### src/rtl/y_run_ctl_pkg.sv
// ---------------------------------------------------------------------------
// y_run_ctl_pkg
// Shared definitions for the run/debug sequencer of the single-cycle CPU:
//   - run_state_e  : sequencer state encodings
//   - stop_cause_e : stop cause codes reported on the cause output
//   - HALT_INS_DEFAULT / CNT_W_DEFAULT : default parameter values
// ---------------------------------------------------------------------------
package y_run_ctl_pkg;

  typedef enum logic [2:0] {
    ST_IDLE    = 3'd0,
    ST_LOAD    = 3'd1,
    ST_RUN     = 3'd2,
    ST_STEP    = 3'd3,
    ST_STOPPED = 3'd4
  } run_state_e;

  typedef enum logic [2:0] {
    CAUSE_NONE   = 3'd0,
    CAUSE_EXT    = 3'd1,
    CAUSE_HALT   = 3'd2,
    CAUSE_BP     = 3'd3,
    CAUSE_BUDGET = 3'd4
  } stop_cause_e;

  localparam logic [31:0] HALT_INS_DEFAULT = 32'h0000_000C;
  localparam int          CNT_W_DEFAULT    = 32;

endpackage

### src/rtl/y_run_ctl_if.sv
// ---------------------------------------------------------------------------
// y_run_ctl_if
// Control/status bundle between the CPU test harness (master) and the
// run/debug sequencer (slave).
//   master drives : start, resume, step, halt_req, entry_point, max_cycles,
//                   bp_en, bp_addr, pc, ins
//   slave drives  : pc_load, pc_entry, cpu_en, busy, done, cause, ins_count
// ---------------------------------------------------------------------------
interface y_run_ctl_if #(
  parameter int CNT_W = 32
);

  logic             start;
  logic             resume;
  logic             step;
  logic             halt_req;
  logic [31:0]      entry_point;
  logic [CNT_W-1:0] max_cycles;
  logic             bp_en;
  logic [31:0]      bp_addr;
  logic [31:0]      pc;
  logic [31:0]      ins;

  logic             pc_load;
  logic [31:0]      pc_entry;
  logic             cpu_en;
  logic             busy;
  logic             done;
  logic [2:0]       cause;
  logic [CNT_W-1:0] ins_count;

  modport master (
    output start, resume, step, halt_req, entry_point, max_cycles,
           bp_en, bp_addr, pc, ins,
    input  pc_load, pc_entry, cpu_en, busy, done, cause, ins_count
  );

  modport slave (
    input  start, resume, step, halt_req, entry_point, max_cycles,
           bp_en, bp_addr, pc, ins,
    output pc_load, pc_entry, cpu_en, busy, done, cause, ins_count
  );

endinterface

### src/rtl/y_run_ctl_stop_chk.sv
// ---------------------------------------------------------------------------
// y_stop_chk
// Purely combinational stop-condition priority checker, evaluated on the
// instruction about to execute. Priority: external request, halt
// instruction, breakpoint (unless skipped), instruction budget.
// Ports:
//   halt_req, ins, pc, bp_en, bp_addr, bp_skip, budget_en,
//   ins_count, max_cycles  : inputs
//   hit   : some stop condition is true this cycle
//   cause : highest-priority stop cause (CAUSE_NONE when no hit)
// ---------------------------------------------------------------------------
module y_stop_chk
  import y_run_ctl_pkg::*;
#(
  parameter int          CNT_W    = CNT_W_DEFAULT,
  parameter logic [31:0] HALT_INS = HALT_INS_DEFAULT
) (
  input  logic             halt_req,
  input  logic [31:0]      ins,
  input  logic [31:0]      pc,
  input  logic             bp_en,
  input  logic [31:0]      bp_addr,
  input  logic             bp_skip,
  input  logic             budget_en,
  input  logic [CNT_W-1:0] ins_count,
  input  logic [CNT_W-1:0] max_cycles,
  output logic             hit,
  output stop_cause_e      cause
);

  // Priority-encode the stop conditions; a zero budget means unlimited.
  always_comb begin
    hit   = 1'b0;
    cause = CAUSE_NONE;
    if (halt_req) begin
      hit   = 1'b1;
      cause = CAUSE_EXT;
    end else if (ins == HALT_INS) begin
      hit   = 1'b1;
      cause = CAUSE_HALT;
    end else if (bp_en && (pc == bp_addr) && !bp_skip) begin
      hit   = 1'b1;
      cause = CAUSE_BP;
    end else if (budget_en && (max_cycles != {CNT_W{1'b0}}) &&
                 (ins_count == max_cycles)) begin
      hit   = 1'b1;
      cause = CAUSE_BUDGET;
    end else begin
      hit   = 1'b0;
      cause = CAUSE_NONE;
    end
  end

endmodule

### src/rtl/y_run_ctl.sv
// ---------------------------------------------------------------------------
// y_run_ctl
// Run/debug sequencer for the single-cycle CPU datapath. Loads the entry
// point into the PC, then gates datapath state updates with cpu_en while
// running free or single-stepping, and stops on an external request, a
// halt instruction, a PC breakpoint or an instruction budget.
// Ports:
//   clk : rising-edge clock
//   INT : asynchronous active-high reset
//   bus : y_run_ctl_if.slave control/status bundle
// All outputs are registered except cpu_en, which is combinational from
// state, pc and ins so it is valid in the cycle the instruction executes.
// ---------------------------------------------------------------------------
module y_run_ctl
  import y_run_ctl_pkg::*;
#(
  parameter logic [31:0] HALT_INS = HALT_INS_DEFAULT,
  parameter int          CNT_W    = CNT_W_DEFAULT
) (
  input  logic        clk,
  input  logic        INT,
  y_run_ctl_if.slave  bus
);

  localparam logic [CNT_W-1:0] CNT_ZERO = {CNT_W{1'b0}};
  localparam logic [CNT_W-1:0] CNT_ONE  = {{(CNT_W-1){1'b0}}, 1'b1};

  run_state_e       state_r;
  logic             pc_load_r;
  logic [31:0]      pc_entry_r;
  logic             busy_r;
  logic             done_r;
  stop_cause_e      cause_r;
  logic [CNT_W-1:0] ins_count_r;
  // Suppresses the breakpoint on the first instruction after resuming
  // from a breakpoint stop, so the same PC does not stop again.
  logic             bp_skip_r;

  logic             budget_en_s;
  logic             hit_s;
  stop_cause_e      hit_cause_s;
  logic             cpu_en_s;

  // Budget is only enforced in free-run; single steps ignore it.
  assign budget_en_s = (state_r == ST_RUN);

  y_stop_chk #(
    .CNT_W    (CNT_W),
    .HALT_INS (HALT_INS)
  ) u_stop_chk (
    .halt_req   (bus.halt_req),
    .ins        (bus.ins),
    .pc         (bus.pc),
    .bp_en      (bus.bp_en),
    .bp_addr    (bus.bp_addr),
    .bp_skip    (bp_skip_r),
    .budget_en  (budget_en_s),
    .ins_count  (ins_count_r),
    .max_cycles (bus.max_cycles),
    .hit        (hit_s),
    .cause      (hit_cause_s)
  );

  // Datapath write enable: execute only in RUN/STEP when nothing stops us.
  always_comb begin
    cpu_en_s = 1'b0;
    if (((state_r == ST_RUN) || (state_r == ST_STEP)) && !hit_s) begin
      cpu_en_s = 1'b1;
    end else begin
      cpu_en_s = 1'b0;
    end
  end

  // Sequencer FSM; registered outputs are updated with the state they reflect.
  always_ff @(posedge clk or posedge INT) begin
    if (INT) begin
      state_r     <= ST_IDLE;
      pc_load_r   <= 1'b0;
      pc_entry_r  <= 32'h0000_0000;
      busy_r      <= 1'b0;
      done_r      <= 1'b0;
      cause_r     <= CAUSE_NONE;
      ins_count_r <= CNT_ZERO;
      bp_skip_r   <= 1'b0;
    end else begin
      case (state_r)
        ST_IDLE: begin
          if (bus.start) begin
            state_r     <= ST_LOAD;
            pc_entry_r  <= bus.entry_point;
            pc_load_r   <= 1'b1;
            busy_r      <= 1'b1;
            done_r      <= 1'b0;
            cause_r     <= CAUSE_NONE;
            ins_count_r <= CNT_ZERO;
            bp_skip_r   <= 1'b0;
          end else begin
            state_r <= ST_IDLE;
          end
        end

        ST_LOAD: begin
          state_r     <= ST_RUN;
          pc_load_r   <= 1'b0;
          busy_r      <= 1'b1;
          ins_count_r <= CNT_ZERO;
          cause_r     <= CAUSE_NONE;
        end

        ST_RUN: begin
          if (hit_s) begin
            state_r <= ST_STOPPED;
            cause_r <= hit_cause_s;
            busy_r  <= 1'b0;
            done_r  <= 1'b1;
          end else begin
            // Counter wraps silently at 2^CNT_W.
            ins_count_r <= ins_count_r + CNT_ONE;
            bp_skip_r   <= 1'b0;
          end
        end

        ST_STEP: begin
          state_r <= ST_STOPPED;
          busy_r  <= 1'b0;
          done_r  <= 1'b1;
          if (hit_s) begin
            cause_r <= hit_cause_s;
          end else begin
            cause_r     <= CAUSE_NONE;
            ins_count_r <= ins_count_r + CNT_ONE;
            bp_skip_r   <= 1'b0;
          end
        end

        ST_STOPPED: begin
          // Precedence: start, then resume, then step; halt_req is ignored.
          if (bus.start) begin
            state_r     <= ST_LOAD;
            pc_entry_r  <= bus.entry_point;
            pc_load_r   <= 1'b1;
            busy_r      <= 1'b1;
            done_r      <= 1'b0;
            cause_r     <= CAUSE_NONE;
            ins_count_r <= CNT_ZERO;
            bp_skip_r   <= 1'b0;
          end else if (bus.resume) begin
            state_r   <= ST_RUN;
            busy_r    <= 1'b1;
            done_r    <= 1'b0;
            cause_r   <= CAUSE_NONE;
            bp_skip_r <= (cause_r == CAUSE_BP);
          end else if (bus.step) begin
            state_r   <= ST_STEP;
            busy_r    <= 1'b1;
            done_r    <= 1'b0;
            bp_skip_r <= (cause_r == CAUSE_BP);
          end else begin
            state_r <= ST_STOPPED;
          end
        end

        default: begin
          state_r   <= ST_IDLE;
          pc_load_r <= 1'b0;
          busy_r    <= 1'b0;
          done_r    <= 1'b0;
          cause_r   <= CAUSE_NONE;
          bp_skip_r <= 1'b0;
        end
      endcase
    end
  end

  assign bus.pc_load   = pc_load_r;
  assign bus.pc_entry  = pc_entry_r;
  assign bus.cpu_en    = cpu_en_s;
  assign bus.busy      = busy_r;
  assign bus.done      = done_r;
  assign bus.cause     = cause_r;
  assign bus.ins_count = ins_count_r;

endmodule

### src/flat_wrapper.sv
// flat-port wrapper written by rule: the top's interface ports become plain ports
module y_run_ctl_flat import y_run_ctl_pkg::*;
#(
  parameter logic [31:0] HALT_INS = HALT_INS_DEFAULT,
  parameter int          CNT_W    = CNT_W_DEFAULT
)
  (clk, INT, bus_start, bus_resume, bus_step, bus_halt_req, bus_entry_point, bus_max_cycles, bus_bp_en, bus_bp_addr, bus_pc, bus_ins, bus_pc_load, bus_pc_entry, bus_cpu_en, bus_busy, bus_done, bus_cause, bus_ins_count);
  y_run_ctl_if #(.CNT_W(CNT_W)) bus_i ();
  input  logic clk;
  input  logic INT;
  input wire logic [$bits(bus_i.start)-1:0] bus_start;
  input wire logic [$bits(bus_i.resume)-1:0] bus_resume;
  input wire logic [$bits(bus_i.step)-1:0] bus_step;
  input wire logic [$bits(bus_i.halt_req)-1:0] bus_halt_req;
  input wire logic [$bits(bus_i.entry_point)-1:0] bus_entry_point;
  input wire logic [$bits(bus_i.max_cycles)-1:0] bus_max_cycles;
  input wire logic [$bits(bus_i.bp_en)-1:0] bus_bp_en;
  input wire logic [$bits(bus_i.bp_addr)-1:0] bus_bp_addr;
  input wire logic [$bits(bus_i.pc)-1:0] bus_pc;
  input wire logic [$bits(bus_i.ins)-1:0] bus_ins;
  output wire logic [$bits(bus_i.pc_load)-1:0] bus_pc_load;
  output wire logic [$bits(bus_i.pc_entry)-1:0] bus_pc_entry;
  output wire logic [$bits(bus_i.cpu_en)-1:0] bus_cpu_en;
  output wire logic [$bits(bus_i.busy)-1:0] bus_busy;
  output wire logic [$bits(bus_i.done)-1:0] bus_done;
  output wire logic [$bits(bus_i.cause)-1:0] bus_cause;
  output wire logic [$bits(bus_i.ins_count)-1:0] bus_ins_count;
  assign bus_i.start = bus_start;
  assign bus_i.resume = bus_resume;
  assign bus_i.step = bus_step;
  assign bus_i.halt_req = bus_halt_req;
  assign bus_i.entry_point = bus_entry_point;
  assign bus_i.max_cycles = bus_max_cycles;
  assign bus_i.bp_en = bus_bp_en;
  assign bus_i.bp_addr = bus_bp_addr;
  assign bus_i.pc = bus_pc;
  assign bus_i.ins = bus_ins;
  assign bus_pc_load = bus_i.pc_load;
  assign bus_pc_entry = bus_i.pc_entry;
  assign bus_cpu_en = bus_i.cpu_en;
  assign bus_busy = bus_i.busy;
  assign bus_done = bus_i.done;
  assign bus_cause = bus_i.cause;
  assign bus_ins_count = bus_i.ins_count;
  y_run_ctl #(.HALT_INS(HALT_INS), .CNT_W(CNT_W)) u_core (.clk(clk), .INT(INT), .bus(bus_i));
endmodule
### config.mk
export PLATFORM = sky130hd
export DESIGN_NAME = y_run_ctl_flat
export DESIGN_NICKNAME = d
export VERILOG_FILES = /design/src/rtl/y_run_ctl_pkg.sv /design/src/rtl/y_run_ctl_if.sv /design/src/rtl/y_run_ctl_stop_chk.sv /design/src/rtl/y_run_ctl.sv /design/src/flat_wrapper.sv
export SDC_FILE = /design/constraint.sdc
export NUM_CORES = 1
export LEC_CHECK = 0
export ABC_AREA = 0
export BUFFER_PORTS_ARGS = -buffer_cell sky130_fd_sc_hd__buf_2
export CORE_AREA = 2 2 106 108
export DETAILED_ROUTE_END_ITERATION = 7
export DIE_AREA = 0 0 108 110
export PLACE_DENSITY = 0.84
export SLEW_MARGIN = 20
export SYNTH_ARGS = -nofsm -noshare
export SYNTH_HDL_FRONTEND = slang
export SYNTH_HIERARCHICAL = 1
export SYNTH_SLANG_ARGS = --single-unit
### constraint.sdc
create_clock -name clk -period 2.6 [get_ports clk]
set_clock_uncertainty 0.2 [all_clocks]
set_input_delay 0.26 -clock clk [delete_from_list [all_inputs] [get_ports clk]]
set_output_delay 0.26 -clock clk [all_outputs]
set_load 0.1 [all_outputs]
# Word level (Yosys, flattened, before mapping)
# Index checks and enable logic that the tools add are counted.
[totals]
in_bits = 167
regBits = 74
ramBits = 0
latchBits = 0
memories = 0
romBits = 0
[op_classes]
n_bitwise = 2
n_addsub = 1
shifts = 0
n_lt_le_gt_ge = 0
n_div = 0
reduce_logical = 20
eq_ne = 14
n_mux = 42
mul = 0
[op_table]
columns = ["operator", "n"]
rows = [
  ["$pmux 32 s3", 1],
  ["$eq 32x32->1", 2],
  ["$mux 32", 2],
  ["$mux 3", 13],
  ["$add 32x1->32 const B", 1],
  ["$eq 32x4->1 const B", 1],
  ["$reduce_bool 32->1", 1],
  ["$mux 1", 20],
  ["$pmux 3 s5", 1],
  ["$pmux 3 s4", 1],
  ["$eq 3x2->1 const B", 3],
  ["$reduce_and 3->1", 3],
  ["$pmux 1 s4", 2],
  ["$reduce_and 4->1", 2],
  ["$logic_and 1x1->1", 5],
  ["$pmux 1 s5", 1],
  ["$ne 2x1->1 const B", 2],
  ["$ne 2x2->1 const B", 2],
  ["$ne 4x4->1 const B", 1],
  ["$reduce_and 2->1", 2],
  ["$reduce_or 2->1", 2],
  ["$eq 3x1->1 const B", 1],
  ["$eq 3x3->1 const B", 1],
  ["$logic_not 3->1", 1],
  ["other kinds (6)", 8],
]

# Logic depth before layout (Yosys ltp)
# Gate-level depths: netlist of run 1.
[logic_depth]
depth_word = 10
mapped_depth = 13

# Cells and area by module
# Netlist of run 1, hierarchy kept.
[modules_own_cells]
columns = ["module", "seq_area_each_um2", "n_inst", "area_each_um2", "cells_each"]
rows = [
  ["y_run_ctl", 1851.8, 1, 3437.0, 312],
  ["y_stop_chk", 0.0, 1, 905.9, 116],
]

# Worst setup path before layout of run 1
# OpenSTA, ideal clock, no wires.
[synth_path]
path_type = "register -> register"
start = "register u_core.ins_count_r[19] (netlist: u_core/bus.ins_count[19])"
end = "register u_core.ins_count_r[0] (netlist: u_core/bus.ins_count[0])"
arrival_ps = 3577
setup_time_ps = 168
required_time_ps = 2232
path_stages_with_launch = 13
setup_slack_ps = -1346
path_buffers = 1
path_cell_list = "dfrtp_1 > xor2_1 > nor4_2 > o2111ai_1 > nor3_2 > nand2b_1 > inv_1 > nand2_1 > inv_2 > buf_1 > nor2_1 > nand2_1 > o21ai_0"
[synth_via]
elab_chain_cells = 8
[synth_lines]
columns = ["element", "line", "text"]
rows = [
  ["start, declared", "y_run_ctl.sv:34", "logic [CNT_W-1:0] ins_count_r;"],
  ["start signal, assigned", "y_run_ctl.sv:118", "ins_count_r <= ins_count_r + CNT_ONE;"],
  ["start signal, assigned", "y_run_ctl.sv:131", "ins_count_r <= ins_count_r + CNT_ONE;"],
  ["$eq 32x32->1", "y_run_ctl_stop_chk.sv:45", "(ins_count == max_cycles)) begin"],
  ["$logic_and 1x1->1", "y_run_ctl_stop_chk.sv:44", "end else if (budget_en && (max_cycles != {CNT_W{1'b0}}) &&"],
  ["$mux 1", "y_run_ctl_stop_chk.sv:44", ""],
  ["$mux 1", "y_run_ctl_stop_chk.sv:41", "end else if (bp_en && (pc == bp_addr) && !bp_skip) begin"],
  ["$mux 1", "y_run_ctl_stop_chk.sv:38", "end else if (ins == HALT_INS) begin"],
  ["$mux 1", "y_run_ctl_stop_chk.sv:35", "if (halt_req) begin"],
  ["named net u_core.hit_s", "y_run_ctl.sv:40", "logic hit_s;"],
  ["$ne 2x2->1 (no line)", "--", ""],
  ["$reduce_and 3->1 (no line)", "--", ""],
]
# The timed path passes the listed nets, and every way through them passes these cells.
# A chain may end at the register's enable or synchronous reset.

# Worst setup path after layout of run 1
[layout_path]
start = "register u_core.ins_count_r[21] (netlist: u_core/bus.ins_count[21])"
end = "output bus_cpu_en"
[layout_via]
elab_chain_cells = 9
[layout_lines]
columns = ["element", "line", "text"]
rows = [
  ["$eq 32x32->1", "y_run_ctl_stop_chk.sv:45", ""],
  ["$logic_and 1x1->1", "y_run_ctl_stop_chk.sv:44", ""],
  ["$mux 1", "y_run_ctl_stop_chk.sv:44", ""],
  ["$mux 1", "y_run_ctl_stop_chk.sv:41", ""],
  ["$mux 1", "y_run_ctl_stop_chk.sv:38", ""],
  ["$mux 1", "y_run_ctl_stop_chk.sv:35", ""],
  ["named net u_core.hit_s", "y_run_ctl.sv:40", ""],
  ["$logic_not 1->1", "y_run_ctl.sv:67", "if (((state_r == ST_RUN) || (state_r == ST_STEP)) && !hit_s) begin"],
  ["$logic_and 1x1->1", "y_run_ctl.sv:67", ""],
  ["$mux 1", "y_run_ctl.sv:67", ""],
  ["end, declared", "flat_wrapper.sv:23", "output wire logic [$bits(bus_i.cpu_en)-1:0] bus_cpu_en;"],
]
# The timed path passes the listed nets, and every way through them passes these cells.

==> results of run 1 <==
==> final cells by class <==
cell class	count	area, µm²
clock inverter	7	58.8
tap	140	175
timing repair buffer	320	1950
inverter	10	42.5
multi-input combinational	331	2600
sequential	74	1890
fill	832	3860
clock buffer	9	124
==> cell families after synthesis <==
| logic type | count (synthesis) | synth area share |
|---|---|---|
| buf+inv | 23 | 0.0219 |
| simple gates | 147 | 0.192 |
| xor+xnor | 79 | 0.159 |
| fa+ha+maj | 1 | 0.00288 |
| flops | 74 | 0.426 |
| compound gates | 69 | 0.108 |
| mux | 35 | 0.0899 |
==> per-stage QoR <==
step           instances  utilization  setup WS, ns
6_report             891        0.639        -0.130
5_1_grt              891        0.639        -0.190
4_1_cts              889        0.628        -0.149
3_5_place_dp         832        0.565        -0.175
3_3_place_gp         832        0.565        -0.122
2_1_floorplan        428            -       -0.0818
==> per-layer routing <==
layer / global-route usage / up-vias
met5: 0 / -
met4: 0.0980 / 0
met3: 0.0635 / 38
met2: 0.470 / 256
met1: 0.289 / 2279
li1: - / 2186
==> worst max-delay path: stages (launching register included) <==
cell      delay, ns
dfrtp_2        0.48
xor2_2         0.20
nor4_2         0.27
nand3_1        0.14
nor3_2         0.24
nand2b_4       0.18
inv_4          0.04
nand2_4        0.06
inv_4          0.04
buf_6          0.12
buf_12         0.16
==> power by group through the flow <==
stage	sequential (mW)	clock, mW	combinational (mW)
after detailed placement	1.65	0	3.74
after floorplan	3.82	0	0.805
after global placement	1.64	0	3.68
final	1.65	0.854	3.90
after CTS	1.64	0.863	3.84
after global routing	1.69	0.925	4.02
==> sequential cells by signal, summed over array words and instances, names as in the netlist <==
signal,cells
u_core/bus.done,1
u_core/bp_skip_r,1
u_core/bus.ins_count,32
u_core/bus.pc_entry,32
u_core/bus.busy,1
u_core/bus.pc_load,1
u_core/state_r,3
u_core/bus.cause,3
==> worst max-delay path by stage <==
stage          depth (start not counted)                                    to                            startpoint
2_1_floorplan                         12  u_core/bus.ins_count[22]$_DFFE_PP0P_  u_core/bus.ins_count[20]$_DFFE_PP0P_
3_3_place_gp                          13  u_core/bus.ins_count[29]$_DFFE_PP0P_                    bus_max_cycles[16]
3_5_place_dp                          13  u_core/bus.ins_count[25]$_DFFE_PP0P_                    bus_max_cycles[17]
4_1_cts                               10                            bus_cpu_en  u_core/bus.ins_count[22]$_DFFE_PP0P_
5_1_grt                               10                            bus_cpu_en  u_core/bus.ins_count[20]$_DFFE_PP0P_
6_report                              10                            bus_cpu_en  u_core/bus.ins_count[21]$_DFFE_PP0P_
==> cells in the final DEF (no fill, tap or decap), types with 4 or more instances in the layout <==
cell type and instances:
o21ai_2 4, nor2_1 30, dfrtp_1 42, or3_1 7
buf_4 41, buf_2 236, dfrtp_2 32, nor3_1 8
dlygate4sd3_1 36, clkbuf_8 9, a21oi_1 14, inv_1 7
nand2_1 22, buf_6 4, xor2_1 44, o21ai_0 14
o2111ai_2 5, nor3_2 4, xnor2_1 32, mux2_2 31
nand3_1 9, inv_6 4, nand4_1 21, o21ai_1 4
nor4_2 7, nor4_1 17
==> repair_timing <==
item / in CTS / in global routing
hold endpoints to repair: 62 / 0
gates cloned: 0 / 1
pin swaps: 23 / 17
gates resized for setup: 20 / 22
hold buffers: 36 / 0
endpoints found under the setup margin: 33 / 36
buffers inserted: 5 / 1
==> summary.md, run 1 <==
| Metric | Value |
|---|---|
| RSZ-0062 raised after global routing | `yes` |
| FFs w/ async S/R, synth | `1.00` |
| Die area | `11900 µm²` |
| DRT iter0 DRCs | `256` |
| Die height | `~110 µm` |
| Routability congestion estimate | `0.912` |
| Total Routed Length | `15600 µm` |
| Startpoint Class | `flip-flop` |
| Clk_lat worst skew | `approximately 0.35 ns` |
| Clk root buf | `clkbuf_8` |
| Fin area | `6840 µm²` |
| FF+latch count, synth | `74` |
| Synth-to-Final Area Change | `57.5%` |
| CTS Buf Count | `9` |
| Final hold violation count | `0` |
| Synth area leader | `dfrtp_1` |
| DP Area | `6050 µm²` |
| Hold wc startpoint | `bus_start` |
| Worst slew pin tran | `0.665 ns` |
| Rows | `38` |
| Failing checks | `setup timing` |
| Worst path required time | `2.14 ns` |
| Post-route ant nets | `0` |
| Ant diodes | `0` |
| WS Path Type | `flip-flop to output port` |
| Grt ovf | `0` |
| Synth top area share | `0.426` |
| Power share of the combinational group | `0.609` |
| Max Freq | `0.366 GHz` |
| Largest fanout on the critical path | `7` |
| Clock power share | `0.133` |
| Setup ws final | `-0.130 ns` |
| Clock slew at reported path FFs | `0.09 ns` |
| Yosys warnings | `6` |
| Reg2reg end | `u_core/bus.ins_count[24]$_DFFE_PP0P_` |
| Largest net degree at the start of global routing | `47` |
| WL per Instance | `17.5 µm` |
| Worst Hold Class | `input pin to flip-flop` |
| Count leader, synth | `dfrtp_1` |
| WP data arrival | `roughly 2.3 ns` |
| WL met2 | `8000 µm` |
| Synth cell types | `50` |
| VDD IR max | `0.00130 V` |
| WL met1 | `5750 µm` |
| Total iterations of the first detailed-routing run | `5` |
| Number of remaining DRC errors | `0` |
| Design Power | `6.40 mW` |
| Final critical-path required period | `between 2 and 3 ns` |
| Max cap viols | `0` |
| Post-synth EDFFs | `0` |
| Net Switching | `3.73 mW` |
| CTS HTree Levels | `3` |
| Met3 wire len | `1380 µm` |
| Max Root-Sink Buffers | `2` |
| Post-Syn Area | `4340 µm²` |
| RR Startpoint | `u_core/bus.ins_count[21]$_DFFE_PP0P_` |
| Tcrit/Tclk final | `1.05` |
| Vias in the first global route | `4944` |
| Syn avg cell area | `10.1 µm²` |
| Synth Flop Type | `dfrtp_1` |
| Count of input and output buffers | `237` |
| Slew HR | `0.555` |
| Status | `finished with violations` |
| Setup TNS | `-1.35 ns` |
| Worst hold slack | `0.0461 ns` |
| Starting density of the core | `0.406` |
| CTS tree | `done` |
| Via density | `around 5.3` |
| Core Box Area | `10700 µm²` |
| Die X | `108 µm` |
| Pint | `2.67 mW` |
| Synth Net Count | `between 500 and 600` |
| Final Slew Violations | `0` |
| Leak pwr | `3.12 nW` |
| DP HPWL | `11000 µm` |
| GRT Util Overall | `0.257` |
| FF-to-FF setup slack | `-0.10 ns` |
| First-pass GRT wire length | `23800 µm` |
| Sequential power share | `0.258` |
| Reg2reg path depth | `12` |
| Sw Ratio | `0.583` |
| Ranking of synthesized cells by area | `dfrtp_1, xor2_1, mux2_2` |
| I/O pins | `238` |
| Cells after Synth | `approximately 430` |
| Commonest cells post-synth | `dfrtp_1, xor2_1, xnor2_1` |
| Sequential share of the synthesized area | `0.426` |
| NumNets Final | `914` |
| Crit. End Element | `output port` |
| PD cells | `935 nW/µm²` |
| Share of cells above drive strength 1 | `0.542` |
| DR vias | `4759` |
| Final Setup Violations | `24` |
| Hold depth | `3` |
| Highest metal used | `met4` |
| Initial antenna violation count | `0` |
| Hold Path End | `u_core/bus.pc_load$_DFFE_PP0P_` |
| Clock sink count | `74` |
Power figures use the tool's default switching activity.
==> run 2, diff against run 1 <==
--- a/config.mk
+++ b/config.mk
@@ -7,10 +7,12 @@
 export LEC_CHECK = 0
 export ABC_AREA = 0
 export BUFFER_PORTS_ARGS = -buffer_cell sky130_fd_sc_hd__buf_2
+export CAP_MARGIN = 25
 export CORE_AREA = 2 2 106 108
 export DETAILED_ROUTE_END_ITERATION = 7
 export DIE_AREA = 0 0 108 110
 export PLACE_DENSITY = 0.84
+export RECOVER_POWER = 50
 export SLEW_MARGIN = 20
 export SYNTH_ARGS = -nofsm -noshare
 export SYNTH_HDL_FRONTEND = slang
==> run 2 against run 1 <==
The flow still finishes with violations (setup timing). Sequential share of layout area grew 0.17 points. Count of clock-buffer cells in the layout did not move. Global-route usage unchanged. Combinational power down 2%. Final cell count unchanged. Power decreased by 0.73%. Non-clock buffer count did not move. Die area is the same. Sequential cell count did not move. Largest cell class unchanged.
==> summary.md, run 2 (synthesized netlist as in run 1, its figures left out) <==
| Metric | Value |
|---|---|
| Status | `finished with violations` |
| Failing checks | `setup timing` |
| RR Startpoint | `u_core/bus.ins_count[29]$_DFFE_PP0P_` |
| Critical path startpoint | `u_core/bus.ins_count[29]$_DFFE_PP0P_` |
| Tcrit/Tclk final | `1.04 (-0.0130)` |
| GRT Util Overall | `0.257 (unchanged)` |
| Synth-to-Final Area Change | `56.5%` |
| Reg2reg end | `u_core/bus.ins_count[24]$_DFFE_PP0P_` |
| Die area | `11900 µm² (unchanged)` |
| Clk_lat worst skew | `0.35 ns (about the same)` |
| Count of input and output buffers | `237 (unchanged)` |
| Startpoint Class | `flip-flop` |
| CTS Buf Count | `9 (unchanged)` |
| DR vias | `4754 (-0.11%)` |
| CTS HTree Levels | `3 (unchanged)` |
| Cell count after placement | `832 (unchanged)` |
| WL per Instance | `17.4 µm (-0.36%)` |
| Initial antenna violation count | `0 (unchanged)` |
| Largest fanout on the critical path | `6 (-1)` |
| VDD IR max | `0.00130 V (+0.16%)` |
| Final Setup Violations | `22 (-8.3%)` |
| Die X | `108 µm (unchanged)` |
| Slew HR | `0.201 (-0.354)` |
| Final critical-path required period | `2.70 ns (-0.0337 ns)` |
| WP data arrival | `2.24 ns (-0.03 ns)` |
| Non-Filler Instances | `891 (unchanged)` |
| Ant diodes | `0 (unchanged)` |
| I/O pins | `238 (unchanged)` |
| Core Box Area | `10700 µm² (unchanged)` |
| Total Routed Length | `15500 µm (-0.36%)` |
| Grt ovf | `0 (unchanged)` |
| DRT iter0 DRCs | `264 (+3.1%)` |
| Post-route ant nets | `0 (unchanged)` |
| Via density | `5.34 (-0.11%)` |
| Max Root-Sink Buffers | `2 (unchanged)` |
| Worst hold slack | `0.0457 ns (-0.000477 ns)` |
| WS Path Type | `flip-flop to output port` |
| PD cells | `934 nW/µm² (-0.11%)` |
| Highest-count cells in the layout ignoring fill and taps | `buf_2, xor2_1, dfrtp_1` |
| CTS tree | `done` |
| Starting density of the core | `0.406 (unchanged)` |
| Reg2reg path depth | `12 (unchanged)` |
| Final Slew Violations | `0 (unchanged)` |
| NumNets Final | `914 (unchanged)` |
| Share of cells above drive strength 1 | `0.511 (-0.0306)` |
| Leak pwr | `3.06 nW (-2.1%)` |
| Largest net degree at the start of global routing | `47 (unchanged)` |
| Die height | `110 µm (unchanged)` |
| Worst Hold Class | `input pin to flip-flop` |
| First-pass GRT wire length | `23800 µm (unchanged)` |
| Worst path required time | `2.14 ns (about the same)` |
| Most common cell after layout, fill and taps aside | `buf_2` |
| RSZ-0062 raised after global routing | `yes` |
| Dpl ws | `-0.175 ns (unchanged)` |
| Crit. End Element | `output port` |
| Rows | `38 (unchanged)` |
| DP HPWL | `11000 µm (unchanged)` |
| FF-to-FF setup slack | `-0.07 ns (+0.03 ns)` |
| Number of remaining DRC errors | `0 (unchanged)` |
| Worst slew pin tran | `1.20 ns (+0.539 ns)` |
| Clock sink count | `74 (unchanged)` |
| Final hold violation count | `0 (unchanged)` |
| Clk root buf | `clkbuf_8` |
| Max cap viols | `0 (unchanged)` |
| Worst Setup EP | `bus_cpu_en` |
| Vias in the first global route | `4944 (unchanged)` |
| Total iterations of the first detailed-routing run | `5 (unchanged)` |
| Routability congestion estimate | `0.912 (unchanged)` |
| Clock slew at reported path FFs | `0.09 ns (about the same)` |
| Setup ws final | `-0.0958 ns (+0.0337 ns)` |
| Max Freq | `0.371 GHz (+1.3%)` |
-- run 2: worst min-delay path by stage --
stage | slack, ns | to | depth (start not counted) | startpoint
6_report | 0.05 | u_core/bus.busy$_DFFE_PP0P_ | 3 | bus_start
5_1_grt | 0.06 | u_core/bus.pc_load$_DFFE_PP0P_ | 3 | bus_start
4_1_cts | 0.03 | u_core/bus.pc_load$_DFFE_PP0P_ | 3 | bus_start
3_5_place_dp | 0.17 | u_core/bus.pc_entry[11]$_DFFE_PP0P_ | 2 | INT
3_3_place_gp | 0.15 | u_core/bus.pc_entry[5]$_DFFE_PP0P_ | 2 | INT
2_1_floorplan | 0.17 | u_core/state_r[2]$_DFFE_PP0P_ | 1 | bus_step
-- run 2: area by class of cell --
type,instances,area (µm²)
inverter,10,42.5
multi-input combinational,331,2600
fill,846,3900
clock buffer,9,124
sequential,74,1890
tap,140,175
timing repair buffer,320,1910
clock inverter,7,58.8
-- run 2: per-stage QoR --
step	total power [mW]	setup TNS, ns	area, µm²	util
finish	6.35	-0.626	6800	0.635
global route	6.59	-3.26	6800	0.635
detailed placement	5.40	-2.12	6050	0.565
CTS	6.35	-0.867	6720	0.628
global placement	5.32	-1.19	6050	0.565
floorplan	4.63	-0.654	4430	-
-- run 2: critical path, stage by stage (launching register included) --
cell and delay (ns):
dfrtp_2 0.45, xor2_1 0.16, nor4_1 0.29, nand3_1 0.14
nor3_2 0.24, nand2b_4 0.18, inv_4 0.04, nand2_4 0.06
inv_4 0.04, buf_6 0.12, buf_12 0.16
-- run 2: repair_timing --
action | in CTS | in global routing
hold endpoints to repair | 62 | 0
gates resized for setup | 20 | 22
pin swaps | 23 | 17
hold buffers | 36 | 0
gates cloned | 0 | 1
buffers inserted | 5 | 1
endpoints found under the setup margin | 33 | 36
-- run 2: power by group --
part	switching [mW]	total, mW	internal (mW)	leakage (nW)
Sequential	0.187	1.65	1.47	0.897
Clock	0.494	0.856	0.362	0.0872
Combinational	3.05	3.84	0.787	2.07
Total	3.74	6.35	2.62	3.06
-- run 2: routing by layer --
metal	share of wire	global-route usage
met1	0.37	0.289
met2	0.51	0.470
met3	0.085	0.0635
met4	0.028	0.0980
met5	0	0
==> run 3, diff against run 2 <==
--- a/config.mk
+++ b/config.mk
@@ -13,6 +13,7 @@
 export DIE_AREA = 0 0 108 110
 export PLACE_DENSITY = 0.84
 export RECOVER_POWER = 50
+export SKIP_CTS_REPAIR_TIMING = 1
 export SLEW_MARGIN = 20
 export SYNTH_ARGS = -nofsm -noshare
 export SYNTH_HDL_FRONTEND = slang
==> run 3 against run 2 <==
The run still ends with setup timing left. Die area stayed put. Critical path depth unchanged. Sequential share of layout area up 0.18 points. Sequential power barely moved. Combinational power is essentially flat. Final cell count unchanged. Utilization is 0.40 points lower.
==> summary.md, run 3 (synthesized netlist as in run 1, its figures left out) <==
| Metric | Value |
|---|---|
| Fin area | `6760 µm² (-0.63%)` |
| Share of cells above drive strength 1 | `0.509 (-0.00266)` |
| Status | `finished with violations` |
| CTS HTree Levels | `3 (unchanged)` |
| Filler Cells Inserted | `856 (+1.2%)` |
| Via density | `5.32 (-0.36%)` |
| Die height | `110 µm (unchanged)` |
| Total iterations of the first detailed-routing run | `5 (unchanged)` |
| Register area | `1890 µm² (unchanged)` |
| Initial antenna violation count | `0 (unchanged)` |
| First-pass GRT wire length | `21700 µm (-8.7%)` |
| CP max stage cell | `dfrtp_2` |
| DP Area | `6050 µm² (unchanged)` |
| Final Slew Violations | `0 (unchanged)` |
| Rows | `38 (unchanged)` |
| Clock sink count | `74 (unchanged)` |
| DP HPWL | `11000 µm (unchanged)` |
| Worst path required time | `2.14 ns (about the same)` |
| Setup ws final | `-0.166 ns (-0.0699 ns)` |
| CTS tree | `done` |
| GRT Util Overall | `0.233 (-0.0236)` |
| Number of remaining DRC errors | `0 (unchanged)` |
| CP peak stage delay | `0.42 ns (-0.03 ns)` |
| Crit-path cells | `xor2_1, nor4_2, nand4_1, nor3_2, nand2b_4, inv_4, nand2_4, inv_6, buf_8, buf_12` |
| Clk_lat worst skew | `0.35 ns (about the same)` |
| I/O pins | `238 (unchanged)` |
| Max Freq | `0.362 GHz (-2.5%)` |
| Clk root buf | `clkbuf_8` |
| Largest net degree at the start of global routing | `47 (unchanged)` |
| RSZ-0062 raised after global routing | `yes` |
| Final critical-path required period | `2.77 ns (+0.0699 ns)` |
| Starting density of the core | `0.406 (unchanged)` |
| Multi-input logic area | `2550 µm² (-1.7%)` |
| CTS Buf Count | `9 (unchanged)` |
| WL per Instance | `17.0 µm (-2.6%)` |
| Cell count after placement | `832 (unchanged)` |
| Total Routed Length | `15100 µm (-2.6%)` |
| Worst Hold Class | `input pin to flip-flop` |
| Highest-count cells in the layout ignoring fill and taps | `buf_2, xor2_1, buf_4, dfrtp_1, dlygate4sd3_1` |
| Post-route ant nets | `0 (unchanged)` |
| Vias in the first global route | `4621 (-6.5%)` |
| PD cells | `939 nW/µm² (+0.50%)` |
| Grt ovf | `0 (unchanged)` |
| Core Box Area | `10700 µm² (unchanged)` |
| Non-Filler Instances | `891 (unchanged)` |
| WP data arrival | `2.31 ns (+0.07 ns)` |
| Die X | `108 µm (unchanged)` |
| Tcrit/Tclk final | `1.06 (+0.0269)` |
| DRT iter0 DRCs | `260 (-1.5%)` |
| Worst hold slack | `0.0471 ns (+0.00143 ns)` |
| Ant diodes | `0 (unchanged)` |
| Failing checks | `setup timing` |
| Count of input and output buffers | `237 (unchanged)` |
| VDD IR max | `0.00107 V (-18%)` |
| DR vias | `4737 (-0.36%)` |
| Design Power | `6.34 mW (-0.12%)` |
| Final Setup Violations | `15 (-32%)` |
| Largest fanout on the critical path | `6 (unchanged)` |
| Max cap viols | `0 (unchanged)` |
| Clock slew at reported path FFs | `0.09 ns (about the same)` |
| Worst slew pin tran | `1.20 ns (-0.00433 ns)` |
| Crit. End Element | `output port` |
| Routability congestion estimate | `0.912 (unchanged)` |
| WS Path Type | `flip-flop to output port` |
| Die area | `11900 µm² (unchanged)` |
| Slew HR | `0.204 (+0.00287)` |
| Max Root-Sink Buffers | `2 (unchanged)` |
| Final hold violation count | `0 (unchanged)` |
| Most common cell after layout, fill and taps aside | `buf_2` |
| Startpoint Class | `flip-flop` |
| Final core utilization | `0.631 (-0.00398)` |
| Leak pwr | `3.05 nW (-0.15%)` |
| NumNets Final | `914 (unchanged)` |
| Synth-to-Final Area Change | `55.5%` |
run 3: changes by cell type in the layout (fill, tap and decap cells not counted), sizes merged:
cell | previous run | this run
buf | 261 | 264
clkbuf | 32 | 29
run 3: final cells by class:
class,count,share of cell area
timing repair buffer,320,0.282
tap,140,0.0259
clock buffer,9,0.0183
clock inverter,7,0.00871
sequential,74,0.280
multi-input combinational,331,0.378
inverter,10,0.00667
run 3: path summary, 6_finish.rpt:
path,start,to,slack [ns],cells after the start
worst max-delay path,u_core/bus.ins_count[22]$_DFFE_PP0P_,bus_cpu_en,-0.17,10
worst min-delay path,bus_start,u_core/bus.busy$_DFFE_PP0P_,0.05,3
worst max register to register,u_core/bus.ins_count[22]$_DFFE_PP0P_,u_core/bus.ins_count[26]$_DFFE_PP0P_,-0.12,12
worst min register to register,u_core/bus.done$_DFFE_PP0P_,u_core/bus.done$_DFFE_PP0P_,0.30,1
max in group asynchronous,INT,u_core/bus.ins_count[21]$_DFFE_PP0P_,0.27,4
min in group asynchronous,INT,u_core/bus.pc_entry[0]$_DFFE_PP0P_,0.54,3
run 3: layer usage:
layer	share of wire	global-route usage	up-vias	routed length, µm
met5	0	0	-	0
met2	0.51	0.405	231	7720
met1	0.38	0.271	2260	5690
li1	-	-	2203	-
met3	0.080	0.0617	43	1210
met4	0.033	0.107	0	495
run 3: power breakdown:
part | switching, mW | internal [mW] | total [mW]
clock network | 0.486 | 0.362 | 0.848
logic | 3.04 | 0.807 | 3.85
registers | 0.180 | 1.47 | 1.65
run 3: metrics by stage:
stage	TNS (ns)	worst slack, ns
floorplan	-0.654	-0.0818
global placement	-1.19	-0.122
CTS	-2.40	-0.352
finish	-1.04	-0.166
detailed placement	-2.12	-0.175
global route	-3.89	-0.280
run 3: worst max-delay path, delay by kind of cell, from the launching register on:
family	cells	cell delay [ns]
XOR/XNOR	1	0.15
flip-flops	1	0.42
AND/OR/NAND/NOR	5	1.03
buffers and inverters	4	0.37
